==> config.mk <==
export PLATFORM = sky130hd
export DESIGN_NAME = spi_ram_slave_gen
export DESIGN_NICKNAME = d
export VERILOG_FILES = /design/src/rtl/spi_ram_slave_gen.sv
export SDC_FILE = /design/constraint.sdc
export NUM_CORES = 2
export LEC_CHECK = 0
export ABC_AREA = 1
export CAP_MARGIN = 20
export CORE_ASPECT_RATIO = 1.75
export CORE_MARGIN = 2
export CORE_UTILIZATION = 55
export CTS_CLUSTER_DIAMETER = 120
export DETAILED_ROUTE_END_ITERATION = 8
export PLACE_DENSITY = 0.7
export SYNTH_ARGS = -nofsm -noshare
export SYNTH_HDL_FRONTEND = slang
export SYNTH_SLANG_ARGS = --single-unit
==> constraint.sdc <==
create_clock -name clk -period 5.17 [get_ports clk]
set_input_delay 0.517 -clock clk [delete_from_list [all_inputs] [get_ports clk]]
set_output_delay 0.517 -clock clk [all_outputs]
set_load 0.1 [all_outputs]
==> src/rtl/spi_ram_slave_gen.sv <==
// SPI slave with internal DATA_W x MEM_DEPTH RAM: one 2-bit command frame per SS_n low period.
// Define SPI_AUTOINC_EN to keep a pointer valid and auto-increment it after each data access.
module spi_ram_slave_gen #(
  parameter int DATA_W    = 8,
  parameter int ADDR_W    = 8,
  parameter int MEM_DEPTH = 256
) (
  input  logic clk,
  input  logic rst,
  input  logic SS_n,
  input  logic MOSI,
  output logic MISO,
  output logic busy,
  output logic err
);

  localparam int FRAME_W = DATA_W + 2;
  localparam int CNT_W   = $clog2(FRAME_W + 1);
  localparam logic [ADDR_W:0]   DEPTH_L = (ADDR_W + 1)'(MEM_DEPTH);
  localparam logic [ADDR_W-1:0] LAST_L  = ADDR_W'(MEM_DEPTH - 1);

  typedef enum logic [2:0] {S_IDLE, S_RX, S_EXEC, S_TX, S_DONE} state_e;

  state_e              state_q, state_d;
  logic [CNT_W-1:0]    cnt_q, cnt_d;
  logic [FRAME_W-1:0]  rx_q, rx_d;
  logic [DATA_W-1:0]   tx_q, tx_d;
  logic                miso_q, miso_d;
  logic                err_q, err_d;
  logic [ADDR_W-1:0]   wr_ptr_q, wr_ptr_d, rd_ptr_q, rd_ptr_d;
  logic                wr_vld_q, wr_vld_d, rd_vld_q, rd_vld_d;
  logic                mem_we;
  logic [DATA_W-1:0]   mem_q [MEM_DEPTH];

  logic [1:0]          cmd;
  logic [DATA_W-1:0]   payload;
  logic [ADDR_W-1:0]   addr;
  logic                addr_ok;

  assign cmd     = rx_q[FRAME_W-1 -: 2];
  assign payload = rx_q[DATA_W-1:0];
  assign addr    = payload[ADDR_W-1:0];
  assign addr_ok = {1'b0, addr} < DEPTH_L;

  function automatic logic [ADDR_W-1:0] ptr_inc(input logic [ADDR_W-1:0] p);
    return (p == LAST_L) ? '0 : p + 1'b1;
  endfunction

  // NOTE: every signal gets a default before the case so no path leaves one unassigned (no latches).
  always_comb begin
    state_d  = state_q;
    cnt_d    = cnt_q;
    rx_d     = rx_q;
    tx_d     = tx_q;
    miso_d   = 1'b0;
    err_d    = 1'b0;
    wr_ptr_d = wr_ptr_q;
    rd_ptr_d = rd_ptr_q;
    wr_vld_d = wr_vld_q;
    rd_vld_d = rd_vld_q;
    mem_we   = 1'b0;
    if (SS_n) begin
      state_d = S_IDLE;
      cnt_d   = '0;
    end else begin
      case (state_q)
        S_IDLE: begin
          state_d = S_RX;
          cnt_d   = '0;
        end
        S_RX: begin
          rx_d = {rx_q[FRAME_W-2:0], MOSI};
          if (cnt_q == CNT_W'(FRAME_W - 1)) begin
            state_d = S_EXEC;
            cnt_d   = '0;
          end else begin
            cnt_d = cnt_q + 1'b1;
          end
        end
        S_EXEC: begin
          state_d = S_DONE;
          case (cmd)
            2'b00: if (addr_ok) begin wr_ptr_d = addr; wr_vld_d = 1'b1; end else err_d = 1'b1;
            2'b10: if (addr_ok) begin rd_ptr_d = addr; rd_vld_d = 1'b1; end else err_d = 1'b1;
            2'b01: begin
              if (wr_vld_q) begin
                mem_we = 1'b1;
`ifdef SPI_AUTOINC_EN
                wr_ptr_d = ptr_inc(wr_ptr_q);
`else
                wr_vld_d = 1'b0;
`endif
              end else begin
                err_d = 1'b1;
              end
            end
            2'b11: begin
              if (rd_vld_q) begin
                tx_d    = mem_q[rd_ptr_q];
                state_d = S_TX;
                cnt_d   = '0;
`ifdef SPI_AUTOINC_EN
                rd_ptr_d = ptr_inc(rd_ptr_q);
`else
                rd_vld_d = 1'b0;
`endif
              end else begin
                err_d = 1'b1;
              end
            end
          endcase
        end
        S_TX: begin
          // One extra cycle after the last bit returns MISO to 0 before DONE.
          if (cnt_q == CNT_W'(DATA_W)) begin
            state_d = S_DONE;
          end else begin
            miso_d = tx_q[DATA_W-1];
            tx_d   = {tx_q[DATA_W-2:0], 1'b0};
            cnt_d  = cnt_q + 1'b1;
          end
        end
        S_DONE: ;
        default: state_d = S_IDLE;
      endcase
    end
  end

  // NOTE: sequential state uses non-blocking assignments so all registers update from pre-edge values.
  always_ff @(posedge clk) begin
    if (rst) begin
      state_q  <= S_IDLE;
      cnt_q    <= '0;
      rx_q     <= '0;
      tx_q     <= '0;
      miso_q   <= 1'b0;
      err_q    <= 1'b0;
      wr_ptr_q <= '0;
      rd_ptr_q <= '0;
      wr_vld_q <= 1'b0;
      rd_vld_q <= 1'b0;
    end else begin
      state_q  <= state_d;
      cnt_q    <= cnt_d;
      rx_q     <= rx_d;
      tx_q     <= tx_d;
      miso_q   <= miso_d;
      err_q    <= err_d;
      wr_ptr_q <= wr_ptr_d;
      rd_ptr_q <= rd_ptr_d;
      wr_vld_q <= wr_vld_d;
      rd_vld_q <= rd_vld_d;
    end
  end

  // NOTE: the RAM has no reset; contents survive rst and are undefined until written.
  always_ff @(posedge clk) begin
    if (mem_we) mem_q[wr_ptr_q] <= payload;
  end

  assign MISO = miso_q;
  assign err  = err_q;
  assign busy = (state_q != S_IDLE);

endmodule

### Word level (Yosys, flattened, before mapping)

Memory sizes are Yosys's and may differ from the RTL's. A register that Yosys moved wholly into a read port is not among the register bits.
Cells that the tools add are included.

* add/subtract/negate cells: 1
* eq/ne operators: 14
* mux-type cells: 27
* bitwise gates (word level): 4
* reductions and logical operators: 19

Operator list (number)
* 8-bit two-way mux: 5
* 4-bit two-way mux: 4
* 4-bit case mux with 4 select lines: 1
* 8-bit case mux with 2 select lines: 1
* 3-bit case mux with 5 select lines: 1
* 3-bit AND reduction: 5
* 3-bit two-way mux: 4
* 2-bit != test, second input constant: 5
* 4-bit == test, second input constant: 2
* 1-bit two-way mux: 8
* 3-bit by 2-bit == test with 1-bit output, second input constant: 2
* 2-bit nonzero test: 3
* 5-bit AND reduction: 1
* 4-bit by 1-bit adder with 4-bit output, second input constant: 1
* 2-bit == test, second input constant: 2
* 1-bit inverter: 4
* 1-bit case mux with 2 select lines: 2
* 4-bit AND reduction: 1
* 4-bit nonzero test: 1
* 2-bit OR reduction: 2
* 4-bit OR reduction: 1
* 3-bit by 1-bit == test with 1-bit output, second input constant: 1
* 3-bit == test, second input constant: 1
* 3-bit zero test: 1
* other kinds (6): 6

* bits in registers: 45
* bits in writable memories: 2048
* output and inout port bits: 3
* word-level logic and storage cells: 76
* memories kept: 1

Memories
* mem_q: depth 256, width 8, rd ports 1, clocked after memory_dff 1, write ports 1, RTL line 33 `logic [DATA_W-1:0] mem_q [MEM_DEPTH];`

### Logic depth before layout (Yosys ltp)

* depth in word-level cells: 6
* gate-level depth with buffers: 17
* gate-level depth less buffers: 13

### Least setup slack after synthesis

OpenSTA, ideal clock, no wires.

* path kind: register to register
* from: register rx_q[0]
* to: memory mem_q[0][0], data pin
* library setup time: 0.864 ns
* arrival: 3.437 ns
* data required time: 4.306 ns
* path slack: 0.869 ns
* stages on the path, launching flop included: 1
* buffers on the path: 0
* cells stage by stage: dfxtp_1

RTL lines
* start: declaration: RTL line 26 `logic [FRAME_W-1:0] rx_q, rx_d;`
* start signal: assignment: RTL line 145 `rx_q <= rx_d;`
* end: declaration: RTL line 33

Straight into the memory's write port.

==> metrics.cfg <==
[run_status]
status = completed

[drt]
vias_per_cell = 6.01
drc_errors = 0
ant_nets = 0
vias = 55100
drtIter0Drc = 6278
wl_per_cell_um = 24.7
drt_first_pass_iters = 6
routed_wl_um = 226000

[clocking]
numCtsBuffers = 180
cts.sinks = 2101
tritoncts = yes
clock_latency_ps = 840
h-tree-depth = 4
hold_buffers = 0
clockBufferDepth = 4
clkTransAtPathRegs_ps = 70
postCtsSetupBuffers = 0
cts_resized = 0
cts-root-buf = clkbuf_16

[layout]
seq_area_mm2 = 0.0626
synthToLayoutAreaGrowth_pct = 8.37
multi_input_area_mm2 = 0.0200
nFillCells = 12100
drive_gt1_frac = 0.0565
finalNetCount = 7001

[setup_path]
crit_fanout = 238
critPathArrivalTime_ps = 4230
reg2reg_depth = 14
regToRegSetupSlack_ps = 1640
rr_endpoint = tx_q[2]$_SDFFE_PP0P_
crit_required_ps = 5870
start_kind = flip-flop
critPathCaptureType = flip-flop
crit_type = flip-flop to flip-flop

[synthesis]
syn-cell-area_mm2 = 0.0852
synth_area_leaders = edfxtp_1 (72%), nand3_1 (12%), nand2_1 (9.4%)
synth_flop_cell = edfxtp_1
ys_ff_latch = 2101
synth-edff-count = 2048
synth.most_common_cell = nand2_1
synth_cell_types = 29
async_reset_ff_frac = 0
synth.avg_cell_area_um2 = 11.8
syn-num-nets = 7212
netlist_top_cells_count = nand2_1 (2126), edfxtp_1 (2048), nand3_1 (2029)
synth-seq-area-share = 0.734
syn_inst = 7205
yosysWarnings = 0
post-synth-top-area-fraction = 0.722
yosysTopAreaCell = edfxtp_1

[worst_hold_path]
hold_path_class = input pin to flip-flop
whs_path_depth = 3
min_from = MOSI
min_to = rx_q[0]$_SDFFE_PP0P_

[die]
start_util = 0.552
ios = 7
die_area_mm2 = 0.158
die_w_um = 302
die_h_um = 525
core_mm2 = 0.154
rows = 191

[sta]
period_needed_ps = 3530
relSlewSlack = 0.182
final.period_utilization = 0.684
rsz0062_at_grt = false
finalHoldViolations = 0
tightest_slew_ps = 1220
drv_slew = 0
finClkSkew_ps = 58.7
max_freq_mhz = 283
whs_ps = 380
fin_setup_tns_ps = 0
finalSetupViolCount = 0

[power_and_ir_drop]
pwr-share-comb = 0.014
p_clk_frac = 0.411
switchingPower_mw = 6.32
p_int_mw = 26.2
power_frac_seq = 0.575
cellLeakagePower_nw = 31.5
p_per_area_mw_per_mm2 = 352
ir_worst_vdd_v = 0.000272
switching_share = 0.194

[place]
place_hpwl_um = 132000
io_buffers = 6
place.gp.congestion = 0.927

[job]
maxCapViolCount = 0

[grt]
grt_max_degree = 239
grt_pass1_vias = 54200
track_usage = 0.284
grt_overflow = 0
grt_pass1_wl_um = 332000
grt_antenna_before_repair = 1

## stage by stage
stage | std cells | instance area [µm²] | util | setup WS, ps | total power [mW]
6_report | 9160 | 92300 | 0.598 | 1640 | 32.5
3_3_place_gp | 8835 | 86500 | 0.560 | 1450 | 19.5
3_5_place_dp | 8838 | 86600 | 0.561 | 1420 | 19.5
2_1_floorplan | 7205 | 85200 | - | 869 | 19.3
4_1_cts | 9157 | 92300 | 0.598 | 1750 | 32.6
5_1_grt | 9158 | 92300 | 0.598 | 1470 | 33.3
## cells in the final DEF, fill, tap and decap left out, drive strengths merged, types with 2 or more instances in the layout
cell           count
nand3           2029
clkdlybuf4s50      6
bufinv            20
nor2             329
diode              3
nand2           2142
edfxtp          2048
a211oi             2
o21ai             31
inv               50
clkinvlp          11
a21oi             27
dfxtp             53
nor3               5
clkinv            59
ha                 3
clkbuf           220
buf               90
## flip-flops by register name (all words and copies together), names as in the netlist, 3 cells and up, named ones only
signal	flops
wr_ptr_q	8
state_q	3
mem_q	2048
tx_q	8
rd_ptr_q	8
cnt_q	4
rx_q	10
## how the worst max path moves through the flow
stage / start / end / depth (start not counted)
finish: flip-flop / tx_q[2]$_SDFFE_PP0P_ / 14
global route: flip-flop / tx_q[4]$_SDFFE_PP0P_ / 14
CTS: flip-flop / tx_q[4]$_SDFFE_PP0P_ / 14
detailed placement: SS_n / mem_q[158][3]$_DFFE_PP_ / 6
floorplan: rx_q[0]$_SDFFE_PP0P_ / mem_q[0][0]$_DFFE_PP_ / 0
global placement: SS_n / mem_q[158][3]$_DFFE_PP_ / 6
## critical path, stage by stage, from the launching register on
cell and delay, ps:
dfxtp_4 500, inv_16 620, buf_4 500, nand2_1 150, nand3_1 160, nand3_1 100, nand3_1 110, nand3_1 120
nand3_1 260, nand3_1 220, nand2_1 130, nand2_1 110, nand3_1 100, nand2_1 60, a21oi_1 110
## power groups by stage
stage	Sequential (mW)	Combinational [mW]	Clock (mW)
after floorplan	19.2	0.0792	0
after global placement	19.1	0.437	0
after detailed placement	19.1	0.443	0
after CTS	18.7	0.443	13.5
after global routing	18.7	0.465	14.1
final	18.7	0.442	13.4
## per-layer routing
metal  global-route usage  wire length, µm
met1                0.324            76900
met2                0.499           116000
met3               0.0342            16300
met4                0.190            16600
met5                    0                0
## area by class of cell
class / count / share of cell area
inverter: 41 / 0.00203
clock inverter: 99 / 0.0113
sequential: 2101 / 0.678
clock buffer: 220 / 0.0511
tap: 2026 / 0.0275
multi-input combinational: 4574 / 0.216
antenna: 3 / 0.0000813
timing repair buffer: 96 / 0.0137
## cells by family (layout without fill, tap and decap cells)
group           count (synthesis)  after routing  synth area share
buf+inv                       530            456            0.0317
simple gates                 4508           4508             0.230
flops                        2101           2101             0.734
fa+ha+maj                       3              3          0.000441
compound gates                 63             63           0.00382
other cells                     0              3                 0
(Power assumes the default switching activity.)
